===== src/rtl/secu_pkg.sv =====
// Shared types and helpers for the security access controller.
//   state_e   : controller FSM states
//   CodeWDefault : default width of stored/entered codes
//   timer_w() : width of the grant/lockout down-counter
package secu_pkg;

  localparam int unsigned CodeWDefault = 4;

  typedef enum logic [2:0] {
    StIdle,
    StCheck,
    StGrant,
    StDeny,
    StLockout
  } state_e;

  // Enough bits to hold max(grant_cyc, lock_cyc) - 1, never less than one bit.
  function automatic int unsigned timer_w(input int unsigned grant_cyc,
                                          input int unsigned lock_cyc);
    int unsigned mx;
    mx = (grant_cyc > lock_cyc) ? grant_cyc : lock_cyc;
    return (mx > 1) ? $clog2(mx) : 1;
  endfunction

endpackage


===== src/rtl/secu_access_ctrl_if.sv =====
// Keypad / actuator bundle of the security access controller.
//   code_in, code_vld     : entered code and its one-cycle strobe
//   prog_vld, prog_code   : stored-code write request (honoured only while granted)
//   admin_clr             : admin clear, present only with SECU_ADMIN_CLR_EN defined
//   go, stop, locked, busy, tries_left : registered status back to the drivers
// master = keypad side, slave = controller.
interface secu_access_ctrl_if
  import secu_pkg::*;
#(
  parameter int unsigned CODE_W    = CodeWDefault,
  parameter int unsigned MAX_TRIES = 3
);

  localparam int unsigned CntW = $clog2(MAX_TRIES + 1);

  logic [CODE_W-1:0] code_in;
  logic              code_vld;
  logic              prog_vld;
  logic [CODE_W-1:0] prog_code;
`ifdef SECU_ADMIN_CLR_EN
  logic              admin_clr;
`endif
  logic              go;
  logic              stop;
  logic              locked;
  logic              busy;
  logic [CntW-1:0]   tries_left;

  modport master (
`ifdef SECU_ADMIN_CLR_EN
    output admin_clr,
`endif
    output code_in, code_vld, prog_vld, prog_code,
    input  go, stop, locked, busy, tries_left
  );

  modport slave (
`ifdef SECU_ADMIN_CLR_EN
    input  admin_clr,
`endif
    input  code_in, code_vld, prog_vld, prog_code,
    output go, stop, locked, busy, tries_left
  );

endinterface


===== src/rtl/secu_cmp.sv =====
// Combinational security code comparator.
//   s    : stored code
//   p    : entered code
//   go   : codes match
//   stop : codes differ
module secu_cmp #(
  parameter int unsigned CODE_W = 4
) (
  input  logic [CODE_W-1:0] s,
  input  logic [CODE_W-1:0] p,
  output logic              go,
  output logic              stop
);

  assign go   = (s == p);
  assign stop = ~go;

endmodule


===== src/rtl/secu_access_ctrl.sv =====
// Sequential access controller: latches keypad entries, compares them against the
// stored code, holds go for a grant window or stop for a deny pulse, counts
// consecutive failures and enforces a timed lockout. The stored code can only be
// rewritten while access is granted.
//   clk : rising-edge clock
//   rst : asynchronous active-high reset
//   bus : secu_access_ctrl_if.slave (entry, programming and status signals)
// Optional: define SECU_ADMIN_CLR_EN to add bus.admin_clr, which aborts DENY or
// LOCKOUT and clears the failure count.
module secu_access_ctrl
  import secu_pkg::*;
#(
  parameter int unsigned       CODE_W     = CodeWDefault,
  parameter int unsigned       MAX_TRIES  = 3,
  parameter int unsigned       GRANT_CYC  = 8,
  parameter int unsigned       LOCK_CYC   = 16,
  parameter logic [CODE_W-1:0] RESET_CODE = '0
) (
  input logic              clk,
  input logic              rst,
  secu_access_ctrl_if.slave bus
);

  localparam int unsigned CntW   = $clog2(MAX_TRIES + 1);
  localparam int unsigned TimerW = timer_w(GRANT_CYC, LOCK_CYC);

  localparam logic [CntW-1:0]   FailMax   = CntW'(MAX_TRIES);
  localparam logic [CntW-1:0]   FailLast  = CntW'(MAX_TRIES - 1);
  localparam logic [TimerW-1:0] GrantLoad = TimerW'(GRANT_CYC - 1);
  localparam logic [TimerW-1:0] LockLoad  = TimerW'(LOCK_CYC - 1);

  state_e              state_q, state_d;
  logic [CODE_W-1:0]   code_q, code_d;
  logic [CODE_W-1:0]   p_q, p_d;
  logic [CntW-1:0]     fail_cnt_q, fail_cnt_d;
  logic [TimerW-1:0]   timer_q, timer_d;
  logic                go_q, stop_q, locked_q, busy_q;
  logic                cmp_go, cmp_stop;
  logic                admin_clr;

`ifdef SECU_ADMIN_CLR_EN
  assign admin_clr = bus.admin_clr;
`else
  assign admin_clr = 1'b0;
`endif

  secu_cmp #(
    .CODE_W (CODE_W)
  ) u_cmp (
    .s    (code_q),
    .p    (p_q),
    .go   (cmp_go),
    .stop (cmp_stop)
  );

  always_comb begin
    state_d    = state_q;
    code_d     = code_q;
    p_d        = p_q;
    fail_cnt_d = fail_cnt_q;
    timer_d    = timer_q;

    unique case (state_q)
      StIdle: begin
        if (bus.code_vld) begin
          p_d     = bus.code_in;
          state_d = StCheck;
        end
      end
      StCheck: begin
        if (cmp_go) begin
          fail_cnt_d = '0;
          timer_d    = GrantLoad;
          state_d    = StGrant;
        end else if (cmp_stop) begin
          // >= keeps the counter saturated even if it were somehow already full.
          if (fail_cnt_q >= FailLast) begin
            fail_cnt_d = FailMax;
            timer_d    = LockLoad;
            state_d    = StLockout;
          end else begin
            fail_cnt_d = fail_cnt_q + 1'b1;
            state_d    = StDeny;
          end
        end
      end
      StGrant: begin
        if (bus.prog_vld) begin
          code_d = bus.prog_code;
        end
        if (timer_q == '0) begin
          state_d = StIdle;
        end else begin
          timer_d = timer_q - 1'b1;
        end
      end
      StDeny: begin
        state_d = StIdle;
      end
      StLockout: begin
        if (timer_q == '0) begin
          fail_cnt_d = '0;
          state_d    = StIdle;
        end else begin
          timer_d = timer_q - 1'b1;
        end
      end
      default: begin
        state_d = StIdle;
      end
    endcase

    // Admin clear overrides timer expiry; outside DENY/LOCKOUT it only resets the count.
    if (admin_clr) begin
      fail_cnt_d = '0;
      if (state_q == StDeny || state_q == StLockout) begin
        state_d = StIdle;
        timer_d = '0;
      end
    end
  end

  // Status outputs are registered from the next state so they line up with state_q.
  always_ff @(posedge clk or posedge rst) begin
    if (rst) begin
      state_q    <= StIdle;
      code_q     <= RESET_CODE;
      p_q        <= '0;
      fail_cnt_q <= '0;
      timer_q    <= '0;
      go_q       <= 1'b0;
      stop_q     <= 1'b0;
      locked_q   <= 1'b0;
      busy_q     <= 1'b0;
    end else begin
      state_q    <= state_d;
      code_q     <= code_d;
      p_q        <= p_d;
      fail_cnt_q <= fail_cnt_d;
      timer_q    <= timer_d;
      go_q       <= (state_d == StGrant);
      stop_q     <= (state_d == StDeny) || (state_d == StLockout);
      locked_q   <= (state_d == StLockout);
      busy_q     <= (state_d != StIdle);
    end
  end

  assign bus.go         = go_q;
  assign bus.stop       = stop_q;
  assign bus.locked     = locked_q;
  assign bus.busy       = busy_q;
  assign bus.tries_left = FailMax - fail_cnt_q;

endmodule


===== src/flat_wrapper.sv =====
// flat-port wrapper written by rule: the top's interface ports become plain ports
module secu_access_ctrl_flat import secu_pkg::*;
#(
  parameter int unsigned       CODE_W     = CodeWDefault,
  parameter int unsigned       MAX_TRIES  = 3,
  parameter int unsigned       GRANT_CYC  = 8,
  parameter int unsigned       LOCK_CYC   = 16,
  parameter logic [CODE_W-1:0] RESET_CODE = '0
)
  (clk, rst, bus_code_in, bus_code_vld, bus_prog_vld, bus_prog_code, bus_go, bus_stop, bus_locked, bus_busy, bus_tries_left);
  secu_access_ctrl_if #(.CODE_W(CODE_W), .MAX_TRIES(MAX_TRIES)) bus_i ();
  input logic clk;
  input logic rst;
  input wire logic [$bits(bus_i.code_in)-1:0] bus_code_in;
  input wire logic [$bits(bus_i.code_vld)-1:0] bus_code_vld;
  input wire logic [$bits(bus_i.prog_vld)-1:0] bus_prog_vld;
  input wire logic [$bits(bus_i.prog_code)-1:0] bus_prog_code;
  output wire logic [$bits(bus_i.go)-1:0] bus_go;
  output wire logic [$bits(bus_i.stop)-1:0] bus_stop;
  output wire logic [$bits(bus_i.locked)-1:0] bus_locked;
  output wire logic [$bits(bus_i.busy)-1:0] bus_busy;
  output wire logic [$bits(bus_i.tries_left)-1:0] bus_tries_left;
  assign bus_i.code_in = bus_code_in;
  assign bus_i.code_vld = bus_code_vld;
  assign bus_i.prog_vld = bus_prog_vld;
  assign bus_i.prog_code = bus_prog_code;
  assign bus_go = bus_i.go;
  assign bus_stop = bus_i.stop;
  assign bus_locked = bus_i.locked;
  assign bus_busy = bus_i.busy;
  assign bus_tries_left = bus_i.tries_left;
  secu_access_ctrl #(.CODE_W(CODE_W), .MAX_TRIES(MAX_TRIES), .GRANT_CYC(GRANT_CYC), .LOCK_CYC(LOCK_CYC), .RESET_CODE(RESET_CODE)) u_core (.clk(clk), .rst(rst), .bus(bus_i));
endmodule

===== config.mk =====
export PLATFORM = sky130hd
export DESIGN_NAME = secu_access_ctrl_flat
export DESIGN_NICKNAME = d
export VERILOG_FILES = /design/src/rtl/secu_pkg.sv /design/src/rtl/secu_access_ctrl_if.sv /design/src/rtl/secu_cmp.sv /design/src/rtl/secu_access_ctrl.sv /design/src/flat_wrapper.sv
export SDC_FILE = /design/constraint.sdc
export NUM_CORES = 1
export LEC_CHECK = 0
export CORE_MARGIN = 2
export CORE_UTILIZATION = 51
export CTS_CLUSTER_DIAMETER = 120
export CTS_CLUSTER_SIZE = 25
export DETAILED_ROUTE_END_ITERATION = 7
export MAX_ROUTING_LAYER = met4
export PLACE_DENSITY = 0.77
export SETUP_SLACK_MARGIN = 0.5
export SLEW_MARGIN = 5
export SYNTH_ARGS = -nofsm -noshare
export SYNTH_HDL_FRONTEND = slang
export SYNTH_SLANG_ARGS = --single-unit

===== constraint.sdc =====
create_clock -name clk -period 2.2 [get_ports clk]
set_clock_uncertainty 0.2 [all_clocks]
set_input_delay 0.44 -clock clk [delete_from_list [all_inputs] [get_ports clk]]
set_output_delay 0.44 -clock clk [all_outputs]
set_load 0.02 [all_outputs]

Word-level counts from Yosys, hierarchy flattened
Index checks and enable logic that the tools add are counted.
- add/subtract/negate cells: 3
- eq/ne operators: 10
- $lt $le $gt $ge: 1
- mux-type cells: 13
- reduce and logical (&&, ||, !) cells: 11
- operators with widths (operator ; number):
    $mux 3 ; 4
    $mux 4 ; 3
    $eq 3x2->1 const B ; 3
    $pmux 3 s3 ; 1
    $pmux 4 s2 ; 1
    $eq 3x3->1 const B ; 2
    $mux 2 ; 3
    $reduce_and 2->1 ; 3
    $eq 4x4->1 ; 1
    $logic_not 4->1 ; 1
    $pmux 2 s2 ; 1
    $reduce_bool 2->1 ; 2
    $sub 4x1->4 const B ; 1
    $eq 3x1->1 const B ; 1
    $logic_not 3->1 ; 1
    $ne 3x1->1 const B ; 1
    $reduce_and 3->1 ; 1
    $reduce_bool 3->1 ; 1
    $add 2x1->2 const B ; 1
    $ge 2x2->1 const B ; 1
    $ne 2x1->1 const B ; 1
    $ne 2x2->1 const B ; 1
    $reduce_or 2->1 ; 1
    $sub 2x2->2 const A ; 1
    $logic_or 1x1->1 ; 1
- bits of input ports: 12
- bits in registers: 21

Longest topological paths before layout
- word-level depth: 6
- mapped depth: 6

By module
A second synthesis with hierarchy kept.
- cell total of the unflattened synthesis: 92
- area, all modules: 1016.0 µm²
- by module, submodules not included (module ; sequential area each (µm²) ; cells each ; area each (µm²) ; instances):
    secu_access_ctrl ; 525.5 ; 86 ; 965.9 ; 1
    secu_cmp ; 0.0 ; 6 ; 50.0 ; 1

Worst setup path before layout
Ideal clock, no wire load.
- path type: register to register
- start: register u_core.timer_q[0]
- end: register u_core.timer_q[1]
- data arrival time: 1271 ps
- setup time: 124 ps
- data required time: 1876 ps
- cell stages (with the launch flop): 6
- period minus slack after synthesis: 1594 ps
- slack: 606 ps
- buffers on the path: 0
- path through: dfrtp_1 inv_1 ha_1 nor3b_1 nor3_1 o31a_1
- cells in the longest elaborated chain, start to end: 3
- ends and longest elaborated chain (item ; line ; source):
    start: declaration ; secu_access_ctrl.sv:36 ; logic [TimerW-1:0] timer_q, timer_d;
    start signal: assignment ; secu_access_ctrl.sv:140 ; timer_q <= timer_d;
    $sub 4x1->4 or $logic_not 4->1 (tied branches) ; - ;
    $mux 4 or $ne 2x2->1 (tied branches) ; - ;
    $pmux 4 s2 or $reduce_and 3->1 (tied branches) ; - ;
Several ways; a longest one is shown, not always the timed one. The select of a mux whose other input is x is not followed.
A chain may end at the register's enable or synchronous reset.

Worst setup path after layout
- start: input port bus_code_vld
- end: register u_core.p_q[3]
- cells in the longest elaborated chain, start to end: 1
- ends and longest elaborated chain (item ; line ; source):
    start: declaration ; flat_wrapper.sv:15 ; input wire logic [$bits(bus_i.code_vld)-1:0] bus_code_vld;
    $reduce_and 2->1 (no line) ; - ;
    end signal: assignment ; secu_access_ctrl.sv:138 ; p_q <= p_d;
    end: declaration ; secu_access_ctrl.sv:34 ; logic [CODE_W-1:0] p_q, p_d;
No other way between the ends.

==> flow_summary.toml <==
[synthesis]
synthSimpleGateAreaFrac_pct = 19.38
synth_cell_type_count = 32
synth_top_family_by_area = "simple AND/OR/NAND/NOR gates"
ys_warn_count = 0
postSynthCellCount = 93
synth_compound_area_share_pct = 10.65
muxShareOfSynthArea_pct = 9.569
synth_fa_ha_area_share_pct = 1.196
synth_xor_area_share_pct = 4.904
syn_nets = 106
synth_area_per_cell_um2 = 11.25
ys_seq_area_share_pct = 50.24
syn_area_mm2 = 0.001046
synth_seq_cells = 21

[cells_and_area]
n_antenna_cell = 0
finish.instance_area_mm2 = 0.001311
nNetsFinal = 129
most-common-layout-cells = "18 x dfrtp_1, 11 x clkdlybuf4s50_1, 8 x nand2_1, 6 x inv_1, 6 x a21oi_1"
utilization_pct = 67.53
final_common_cell = "dfrtp_1"
drive_gt1_share_pct = 22.61
area_delta_synth_final_pct = 25.36

[flow_run]
cap_viol_max_count = 0

[routing]
drc = 0
dr.pass1.iters = 4
wl_per_cell_um = 15.35
vias = 781
drt_iter0_drc = 6
ant_nets = 0
via_per_inst = 5.500
routed_wl_um = 2179

[worst_setup_path]
worstRegToRegCells = 3
reg2reg_slack_ns = 0.55
r2r_end = "u_core.p_q[3]"
crit_fanout = 5
r2r_start = "u_core.state_q[1]"
worstSetupStartpoint = "bus_code_vld"
startpoint_type = "primary input"
required_ns = 2.19
crit_path_end = "u_core.p_q[3]"
worstSetupPathType = "primary input to flop"
end_kind = "flop"
crit_arrival_ns = 1.65

[floorplanning]
die_w_um = 49.29
die_h_um = 49.29
die_area_mm2 = 0.002429
pin_count = 18
core_mm2 = 0.001942
initial_core_util_pct = 53.87
rows = 16

[timing]
max_freq_ghz = 0.6042
post-route-period-util_pct = 75.24
rsz0062_at_grt = "false"
setup-violations-final = 0
finalMaxSlewViolations = 0
worst_pin_slew_ns = 0.3800
fin_ws_ns = 0.5448
fin_crit_ns = 1.655
slew_headroom_pct = 74.53
whs_ns = 0.2514
timing.setup.tns_ns = 0
hold_viol = 0

[power]
leakagePower_nw = 0.5922
p_per_area_mw_per_mm2 = 1429
ir_worst_vdd_v = 0.0007420

[place]
place_congestion = 0.7526
pre_cts_ws_ns = 0.1696
placed_cell_area_mm2 = 0.001245
place_hpwl_um = 1501
io_buffer_count = 17

[global_route]
overflow = 0
antenna_found_initial = 0
grt_pass1_wl_um = 3615
grt.total_usage_pct = 20.45
first_global_vias = 777
grt_max_degree = 22

[clock_network]
holdBufCountCts = 0
cts_root_buf = "clkbuf_4"
cts.sinks = 21
numCtsBuffers = 3
cts_tree = "built"
htree_levels = 1
clockBufferDepth = 2
cts.clk_slew.worst_paths_ns = 0.12
clk_latency_ns = 0.30

[worst_hold_path]
hold_class = "primary input to asynchronous set/reset pin"

[run_status]
status = "completed"
-- report_power, final --
| part | internal (W) | total (W) | switching [W] |
|---|---|---|---|
| sequential | 0.000567 | 0.000772 | 0.000205 |
| combinational | 0.000432 | 0.000913 | 0.000481 |
| clock | 0.0000706 | 0.000190 | 0.000119 |
| total | 0.00107 | 0.00187 | 0.000805 |
-- stage by stage --
stage | total power (W) | cells
final | 0.001874 | 142
after global routing | 0.002003 | 142
after CTS | 0.001839 | 142
after detailed placement | 0.001630 | 136
after global placement | 0.001579 | 136
after floorplan | 0.001379 | 93
-- logic make-up (layout without fill, tap and decap cells) --
kind of cell,Yosys count,after routing
mux,9,9
buf+inv,9,31
simple gates,30,30
compound gates,18,18
flops,21,21
fa+ha+maj,1,1
xor+xnor,5,5
-- state kept, by name, summed over array words and instances (netlist names) --
signal / count
u_core.fail_cnt_q: 2
u_core.timer_q: 4
u_core.code_q: 4
u_core.bus.stop: 1
u_core.bus.busy: 1
u_core.bus.go: 1
u_core.p_q: 4
u_core.bus.locked: 1
u_core.state_q: 3
-- synth_stat cells (all sizes together) --
library cell	number	area [um2]
buf	3	20.01
mux2	8	90.08
o21bai	1	7.510
o21ai	7	35.03
inv	6	22.52
a21oi	6	30.03
nor4b	1	23.77
nor3b	4	35.03
o211ai	1	12.51
nand2b	2	15.02
o21a	1	7.510
xor2	4	35.03
nor2b	1	6.260
xnor2	1	16.27
nand2	8	30.03
o31a	1	8.760
nand4	1	6.260
dfrtp	21	525.5
nor4	2	27.53
nand3b	2	15.01
nor3	4	25.02
nor2	5	18.77
ha	1	12.51
mux2i	1	10.01
a221o	1	10.01
-- layout make-up --
| class | instances | area (um2) |
|---|---|---|
| multi-input combinational | 63 | 510.5 |
| fill | 158 | 630.6 |
| sequential | 21 | 529.3 |
| tap | 27 | 33.78 |
| inverter | 6 | 22.52 |
| timing repair buffer | 21 | 188.9 |
| clock buffer | 4 | 26.28 |
-- worst max-delay path, cell delays in order --
cell and delay (ns):
clkdlybuf4s50_1 0.49, nor4b_4 0.19, buf_4 0.18, mux2_1 0.34
-- routing by layer --
layer | share of wire, % | wire length, um | track usage [%] | vias up
li1 | - | - | - | 370
met1 | 43 | 946 | 25.35 | 389
met2 | 52 | 1124 | 33.78 | 20
met3 | 4.6 | 101 | 4.294 | 2
met4 | 0.28 | 6 | 5.714 | 0
met5 | 0 | 0 | - | -
-- worst min path at each step --
stage	startpoint	endpoint	slack, ns	cells past startpoint
2_1_floorplan	rst	u_core.bus.busy	0.22	1
4_1_cts	rst	u_core.bus.stop	0.26	3
6_report	rst	u_core.code_q[2]	0.25	3
3_3_place_gp	u_core.p_q[1]	u_core.p_q[1]	0.29	1
5_1_grt	rst	u_core.p_q[2]	0.30	3
3_5_place_dp	u_core.p_q[0]	u_core.p_q[0]	0.30	1
-- repair_timing --
action,in CTS,in global routing
resized for setup,14,7
pin swaps,2,1
setup endpoints to repair,22,19
setup buffers,2,0
No activity file was read; power rests on OpenSTA's default activity.
